File: src/rtl/vector_lane_sequencer.sv
// Fork/join sequencer: issues two captured operand vectors to external lane ALUs
// LANES elements at a time and gathers the lane results, optionally summing them.
module vector_lane_sequencer #(
  parameter int L     = 8,
  parameter int V     = 20,
  parameter int LANES = 4,
  parameter int N     = 32,
  localparam int NCHUNK = (V + LANES - 1) / LANES,
  localparam int CW     = $clog2(NCHUNK) + 1
) (
  input  logic               clk,
  input  logic               rst_n,
  input  logic               start_i,
  input  logic [1:0]         mode_i,
  input  logic [V*L-1:0]     vec_a_i,
  input  logic [V*L-1:0]     vec_b_i,
  input  logic [N-1:0]       scalar_i,
  input  logic               stall_i,
  input  logic               flush_i,
  input  logic [LANES*L-1:0] lane_result_i,
  output logic               ready_o,
  output logic [LANES*L-1:0] lane_a_o,
  output logic [LANES*L-1:0] lane_b_o,
  output logic [LANES-1:0]   lane_mask_o,
  output logic               lane_valid_o,
  output logic [CW-1:0]      chunk_o,
  output logic [V*L-1:0]     result_v_o,
  output logic [N-1:0]       result_s_o,
  output logic               done_o
);

  localparam int PADW = NCHUNK * LANES;
  localparam logic [PADW-1:0] ELEM_VALID = PADW'({V{1'b1}});

  typedef enum logic [1:0] {IDLE, RUN, DONE} state_t;

  state_t              state;
  logic [V*L-1:0]      op_a;
  logic [V*L-1:0]      op_b;
  logic                reduce;
  logic [CW-1:0]       chunk;
  logic [PADW*L-1:0]   pad_a;
  logic [PADW*L-1:0]   pad_b;
  logic [N-1:0]        lane_sum;
  logic                unused_scalar;

  // Zero padding past element V-1 makes the ragged last chunk drive zeros on its spare lanes.
  assign pad_a   = (PADW*L)'(op_a);
  assign pad_b   = (PADW*L)'(op_b);
  assign chunk_o = chunk;
  assign unused_scalar = ^scalar_i[N-1:L];

  always_comb begin
    lane_a_o    = '0;
    lane_b_o    = '0;
    lane_mask_o = '0;
    if (state == RUN) begin
      for (int c = 0; c < NCHUNK; c++) begin
        if (chunk == CW'(c)) begin
          lane_a_o    = pad_a[c*LANES*L +: LANES*L];
          lane_b_o    = pad_b[c*LANES*L +: LANES*L];
          lane_mask_o = ELEM_VALID[c*LANES +: LANES];
        end
      end
    end
  end

  always_comb begin
    lane_sum = '0;
    for (int k = 0; k < LANES; k++) begin
      if (lane_mask_o[k]) lane_sum = lane_sum + N'(lane_result_i[k*L +: L]);
    end
  end

  always_ff @(posedge clk or negedge rst_n) begin
    if (!rst_n) begin
      state        <= IDLE;
      ready_o      <= 1'b1;
      lane_valid_o <= 1'b0;
      done_o       <= 1'b0;
      op_a         <= '0;
      op_b         <= '0;
      reduce       <= 1'b0;
      chunk        <= '0;
      result_v_o   <= '0;
      result_s_o   <= '0;
    end else begin
      case (state)
        IDLE: begin
          if (start_i && !flush_i) begin
            op_a         <= vec_a_i;
            op_b         <= (mode_i == 2'b01) ? {V{scalar_i[L-1:0]}} : vec_b_i;
            reduce       <= (mode_i == 2'b10);
            chunk        <= '0;
            result_v_o   <= '0;
            result_s_o   <= '0;
            state        <= RUN;
            ready_o      <= 1'b0;
            lane_valid_o <= 1'b1;
          end
        end
        RUN: begin
          if (flush_i) begin
            state        <= IDLE;
            ready_o      <= 1'b1;
            lane_valid_o <= 1'b0;
          end else if (!stall_i) begin
            for (int e = 0; e < V; e++) begin
              if (chunk == CW'(e / LANES))
                result_v_o[e*L +: L] <= lane_result_i[(e % LANES)*L +: L];
            end
            if (reduce) result_s_o <= result_s_o + lane_sum;
            chunk <= chunk + CW'(1);
            if (chunk == CW'(NCHUNK - 1)) begin
              state        <= DONE;
              lane_valid_o <= 1'b0;
              done_o       <= 1'b1;
            end
          end
        end
        DONE: begin
          state   <= IDLE;
          done_o  <= 1'b0;
          ready_o <= 1'b1;
        end
        default: begin
          state        <= IDLE;
          ready_o      <= 1'b1;
          lane_valid_o <= 1'b0;
          done_o       <= 1'b0;
        end
      endcase
    end
  end

endmodule
File: config.mk
export PLATFORM = sky130hd
export DESIGN_NAME = vector_lane_sequencer
export DESIGN_NICKNAME = d
export VERILOG_FILES = /design/src/rtl/vector_lane_sequencer.sv
export SDC_FILE = /design/constraint.sdc
export NUM_CORES = 1
export LEC_CHECK = 0
export CAP_MARGIN = 20
export CELL_PAD_IN_SITES_DETAIL_PLACEMENT = 1
export CELL_PAD_IN_SITES_GLOBAL_PLACEMENT = 2
export CORE_ASPECT_RATIO = 1.5
export CORE_MARGIN = 8
export CORE_UTILIZATION = 30
export DETAILED_ROUTE_END_ITERATION = 8
export PLACE_DENSITY_LB_ADDON = 0.1
export SYNTH_ARGS = -nofsm -noshare
export SYNTH_HDL_FRONTEND = slang
export SYNTH_SLANG_ARGS = --single-unit
File: constraint.sdc
create_clock -name clk -period 11.69 [get_ports clk]
set_input_delay 2.9225 -clock clk [delete_from_list [all_inputs] [get_ports clk]]
set_output_delay 2.9225 -clock clk [all_outputs]
set_load 0.02 [all_outputs]
==> flow_summary_export.csv, run 1 <==
group,metric,value,unit
run_status,outcome,"complete, no violations",
grt,track_usage,22.5,%
cts,hold_buffers,0,
placed_design,hpwl,74.7,mm
placed_design,io_buffers,633,
drt,first_pass_iters,5,
grt,antenna_found_initial,43,
setup_path,worstPathMaxFanout,11,
timing,rsz0062_at_grt,"no",
setup_path,crit_type,"in2reg",
placed_design,place_congestion,0.831,
layout,nets,3399,
setup_path,start_kind,"input port",
grt,grt_pass1_vias,22896,
setup_path,r2r_slack,3630,ps
setup_path,arrival,9370,ps
grt,grt_overflow,0,
placed_design,place_inst,3942,
layout,fillers,8997,
job,drv_cap,0,
grt,met1_usage,25.9,%
yosys,synth-seq-cells,522,
yosys,synth_ff_type,"dfrtp_1",
grt,grt.met3_usage,6.78,%
timing,clock.fmax,112,MHz
drt,avgViaCountPerCell,5.22,
cts,cts_root_buf,"clkbuf_16",
yosys,yosys_warnings,0,
grt,grt_max_degree,179,
grt,met2_usage,39.6,%
power_and_ir_drop,power_density,175,nW/µm²
drt,drc,0,
cts,htreeDepth,2,
floorplanning,initial_core_util,30.1,%
floorplanning,coreArea,80700,µm²
timing,hold_viol_final,0,
floorplanning,ios,658,
timing,post-route-min-period,8910,ps
yosys,async_reset_ff_share,100,%
yosys,synth_edf_count,0,
cts,cts_buffers,56,
drt,drt_iter0_drc,1148,
setup_path,required,12150,ps
cts,path_clk_slew,60,ps
layout,area_delta_synth_final,37.6,%
layout,final_util,41.4,%
layout,final_cell_area,33400,µm²
timing,clock_skew,24.6,ps
cts,cts_tree,"built",
yosys,synth_fp_nets,2880,
floorplanning,fp-row-count,128,
grt,grt_pass1_wl,154,mm
timing,fin_crit_sh,76.2,%
layout,drive_above_1_share,10.0,%
layout,final_cells,4074,
floorplanning,dieArea,90500,µm²
worst_hold_path,hold_class,"reg2reg",
drt,wire_per_inst,25.8,µm
placed_design,place_area,31400,µm²
yosys,syn-cell-area,24300,µm²
drt,wl,105,mm
power_and_ir_drop,finalPower,5.84,mW
grt,busiest_layer,"met2",
timing,finalSetupTns,0,ps
yosys,syn_inst,2447,
cts,clock_latency,630,ps
timing,setup_viol,0,
yosys,postSynthAreaPerCell,9.92,µm²
timing,final-max-slew-violation-count,0,
cts,cts_resized,0,
cts,cts_setup_buffers,0,
drt,vias,21270,
setup_path,end_kind,"flip-flop",
timing,slew-limit-headroom,24.6,%
power_and_ir_drop,leakage,13.6,nW
cts,clkSinkCount,522,
timing,worst_pin_slew,1130,ps
floorplanning,die_h,364,µm
floorplanning,die_w,248,µm
setup_path,critical-path-max-stage-delay,540,ps
drt,antenna_left,0,
yosys,synth_cell_types,65,
yosys,ys_seq_area_share,53.8,%
setup_path,critPathSlowestCell,"clkdlybuf4s50_1",
cts,cts_buffer_depth,3,
power_and_ir_drop,peakVddDrop,0.132,mV
[registers in the layout (all words and copies together), names as in the netlist]
register,cells
chunk_o,4
done_o,1
lane_valid_o,1
op_a,160
op_b,160
ready_o,1
reduce,1
result_s_o,32
result_v_o,160
state,2
[critical path, delay by kind of cell]
kind / cells / cell delay (ps)
AND/OR/NAND/NOR: 9 / 1460
XOR/XNOR: 2 / 390
buffers and inverters: 1 / 540
adder cells (fa/ha/maj): 6 / 1900
AO/OA/AOI/OAI: 9 / 2150
[synth_stat cells, types with 5 or more instances]
library cell / instances / share of area, %
nand3b_1: 6 / 0.19
xor2_1: 29 / 1.0
a221oi_1: 128 / 4.6
o21ai_0: 119 / 2.5
mux2_2: 160 / 7.4
xnor2_1: 15 / 0.54
nor2_1: 354 / 5.5
a211oi_1: 6 / 0.19
and3_1: 6 / 0.15
a21oi_1: 335 / 6.9
a32o_1: 32 / 1.3
nand4_1: 7 / 0.18
buf_2: 36 / 0.74
a21o_1: 8 / 0.25
nand2_1: 220 / 3.4
dfrtp_1: 521 / 54
o21ai_1: 8 / 0.16
ha_1: 38 / 2.0
o21a_1: 7 / 0.22
and2_1: 21 / 0.54
o31ai_1: 5 / 0.15
inv_1: 20 / 0.31
nand2b_1: 9 / 0.23
buf_1: 7 / 0.11
clkbuf_1: 156 / 2.4
nor3_1: 74 / 1.5
nor2b_1: 10 / 0.26
nand3_1: 49 / 1.0
[routing by layer]
metal | routed length [µm] | up-vias
li1 | - | 9732
met1 | 40900 | 10753
met2 | 53100 | 602
met3 | 7930 | 157
met4 | 3220 | 26
met5 | 176 | -
[per-stage QoR]
stage,hold slack [ps],worst slack (ps)
2_1_floorplan,481,3520
3_3_place_gp,448,2250
3_5_place_dp,461,2100
4_1_cts,475,2760
5_1_grt,486,2340
6_report,466,2780
[path summary, 6_finish.rpt]
kind                             startpoint        endpoint  cells past startpoint
setup / recovery           lane_result_i[0]  result_s_o[29]                     27
hold / removal               result_v_o[26]  result_v_o[26]                      2
setup reg to reg                   state[1]  result_s_o[29]                     30
hold reg to reg              result_v_o[26]  result_v_o[26]                      2
max in group asynchronous             rst_n        op_b[41]                      4
min in group asynchronous             rst_n  result_s_o[12]                      1
[where the power goes]
group / switching [mW] / internal [mW] / total [mW]
combinational: 0.985 / 0.778 / 1.76
sequential: 0.189 / 2.13 / 2.32
clock: 0.765 / 1.00 / 1.77
total: 1.94 / 3.91 / 5.84
[cell type report]
type	count	area (µm²)	area share, %
Sequential cell	522	13100	39.1
Timing Repair Buffer	664	6710	20.1
Clock buffer	89	1690	5.05
Inverter	21	78.8	0.236
Multi-Input combinational cell	1701	10400	31.1
Antenna cell	27	67.6	0.202
Tap cell	1040	1300	3.90
Clock inverter	10	95.1	0.285
[placed cells by master (no fill, tap or decap), types with 4 or more instances in the layout]
master and instances:
a221oi_1 128, nor3_1 73, and2_1 19, o21ai_0 119
clkbuf_16 56, clkbuf_8 16, nand3b_1 6, clkbuf_1 17
o21bai_1 4, a21oi_1 335, nand2_1 219, clkdlybuf4s50_1 632
nand2b_1 7, xnor2_1 15, buf_4 21, xor2_1 29
a32o_1 32, nor2b_1 9, o21ai_1 6, o21a_1 7
or3_1 4, diode_2 27, nand4_1 7, buf_12 4
o31ai_1 5, inv_1 20, clkinv_2 5, mux2_2 160
and3_1 6, dfrtp_1 520, nor2_1 351, ha_1 38
nand3_1 49, a211oi_1 6, fa_1 4, a21o_1 8
buf_8 4
[kinds of logic (layout without fill, tap and decap cells)]
family / count (synthesis) / after routing / synth area share, %
AND/OR/NAND/NOR: 775 / 775 / 13.7
buffers and inverters: 224 / 784 / 3.73
AO/OA/AOI/OAI: 678 / 678 / 17.4
XOR/XNOR: 44 / 44 / 1.59
multiplexers: 160 / 160 / 7.42
adder cells (fa/ha/maj): 44 / 44 / 2.37
other: 0 / 27 / 0
flip-flops: 522 / 522 / 53.8
Power figures use the tool's default switching activity.
==> inputs of run 2 (changes only) <==
- CORE_UTILIZATION: 30 -> 27
- clock period: 11.69 -> 7.6 ns (I/O delays scaled with it)
==> flow_summary_export.csv, run 2 (synthesis gave the netlist of run 1 again) <==
group,metric,value,unit
cts,htreeDepth,2,
layout,final_cell_mix,"631 x clkdlybuf4s50_1, 520 x dfrtp_1, 351 x nor2_1",
timing,clock_skew,15.9,ps
setup_path,r2r-end,"result_s_o[25]",
floorplanning,fp-row-count,134,
floorplanning,die_w,261,µm
grt,antenna_found_initial,55,
setup_path,reg2reg_from,"chunk_o[0]",
run_status,outcome,"complete, no violations",
power_and_ir_drop,leakage,14.1,nW
grt,grt_pass1_vias,23732,
drt,vias,21770,
cts,cts_buffer_depth,3,
layout,regArea,13100,µm²
grt,track_usage,21.1,%
layout,final_cells,4268,
setup_path,end_kind,"flip-flop",
floorplanning,dieArea,100000,µm²
grt,grt_overflow,0,
setup_path,startpoint,"lane_result_i[8]",
grt,grt_pass1_wl,160,mm
layout,multiInputGateArea,10500,µm²
layout,reg_top3,"op_a: 160 flops, op_b: 160 flops, result_v_o: 160 flops",
setup_path,crit_type,"in2reg",
job,drv_cap,0,
placed_design,place_congestion,0.835,
placed_design,place_area,32200,µm²
placed_design,dpl_worst_slack,-753,ps
setup_path,cp.depth,30,
timing,setup_viol,0,
layout,nets,3469,
setup_path,critPathSlowestCell,"clkdlybuf4s50_1",
cts,cts_root_buf,"clkbuf_16",
setup_path,cp_num_buf_inv,3,
timing,worst_pin_slew,1140,ps
setup_path,critical-path-max-stage-delay,470,ps
grt,grt_max_degree,248,
floorplanning,ios,658,
layout,drive_above_1_share,12.7,%
worst_hold_path,min_from,"result_v_o[21]",
cts,path_clk_slew,60,ps
setup_path,worstPathMaxFanout,5,
timing,post-route-min-period,7350,ps
drt,antenna_left,0,
layout,final_util,38.6,%
drt,drt_iter0_drc,1000,
setup_path,cpMostUsedCell,"nor2_1",
drt,first_pass_iters,4,
setup_path,reg2reg_depth,35,
cts,clkSinkCount,522,
timing,setup_ws,252,ps
timing,clock.fmax,136,MHz
layout,final_common_cell,"clkdlybuf4s50_1",
layout,final_cell_area,34300,µm²
setup_path,r2r_slack,540,ps
timing,hold_viol_final,0,
cts,cts_buffers,57,
setup_path,arrival,7820,ps
timing,slew-limit-headroom,24.2,%
placed_design,hpwl,77.3,mm
power_and_ir_drop,power_density,270,nW/µm²
setup_path,required,8070,ps
drt,wire_per_inst,25.5,µm
floorplanning,die_h,383,µm
placed_design,io_buffers,633,
timing,final-max-slew-violation-count,0,
cts,hold_buffers,0,
placed_design,place_inst,4130,
setup_path,crit_family,"compound AO/OA/AOI/OAI gates",
timing,fin_crit_sh,96.7,%
power_and_ir_drop,peakVddDrop,0.174,mV
cts,cts_tree,"built",
floorplanning,coreArea,89000,µm²
drt,avgViaCountPerCell,5.10,
floorplanning,initial_core_util,27.3,%
worst_hold_path,hold_class,"reg2reg",
setup_path,start_kind,"input port",
drt,drc,0,
layout,fillers,9873,
drt,wl,109,mm
setup_path,crit_end,"result_s_o[25]",
layout,area_delta_synth_final,41.4,%
cts,clock_latency,630,ps
power_and_ir_drop,finalPower,9.28,mW
==> run 2: cell count changes in the layout (fill, tap and decap cells not counted), sizes merged <==
cell           previous run  this run
buf                      32        99
bufinv                    1         5
clkbuf                   89        82
clkdlybuf4s50           632       631
clkinv                    6        10
diode                    27        34
dlymetal6s2s              0         1
inv                      22        23
o221a                     1         2
o221ai                    1         2
==> run 2: worst min-delay path by stage <==
stage / end / slack (ps) / cells past startpoint
after floorplan: op_a[10] / 480 / 1
after global placement: result_v_o[14] / 450 / 2
after detailed placement: result_v_o[21] / 460 / 2
after CTS: result_v_o[21] / 470 / 2
after global routing: result_v_o[6] / 490 / 2
final: result_v_o[21] / 470 / 2
==> run 2: routing by layer <==
metal | GRT usage (%) | wire [µm] | vias to the layer above
met5 | 0 | 237 | -
met4 | 8.02 | 3830 | 38
met3 | 6.17 | 8050 | 201
met2 | 36.9 | 55000 | 633
met1 | 24.2 | 41800 | 11009
li1 | - | - | 9889
==> run 2: metrics by stage <==
step	hold WS (ps)	TNS, ps
floorplan	481	0
global placement	452	-12980
detailed placement	457	-15610
CTS	472	0
global route	490	-227
finish	465	0
==> run 2: cell type report <==
class / instances / share of cell area (%)
sequential: 522 / 38.0
multi-input combinational: 1703 / 30.7
timing repair buffer: 731 / 21.0
clock buffer: 82 / 4.87
tap: 1156 / 4.21
clock inverter: 19 / 0.743
antenna: 34 / 0.248
inverter: 21 / 0.230
==> run 2: power breakdown <==
group          internal (mW)  total [mW]  switching [mW]
logic                   1.25        2.80            1.56
registers               3.27        3.56           0.286
clock network           1.69        2.92            1.23
total                   6.21        9.28            3.07
==> run 2: timing repair <==
action,in CTS,in global routing
endpoints found under the setup margin,16,24
buffers inserted,0,1
pin swaps,0,5
gates resized for setup,2,19
cloned,0,2
==> run 2: tightest hold or removal path, stage by stage (launching register included) <==
cell,delay [ps]
dfrtp_1,340
nand2_1,50
nand2_1,50
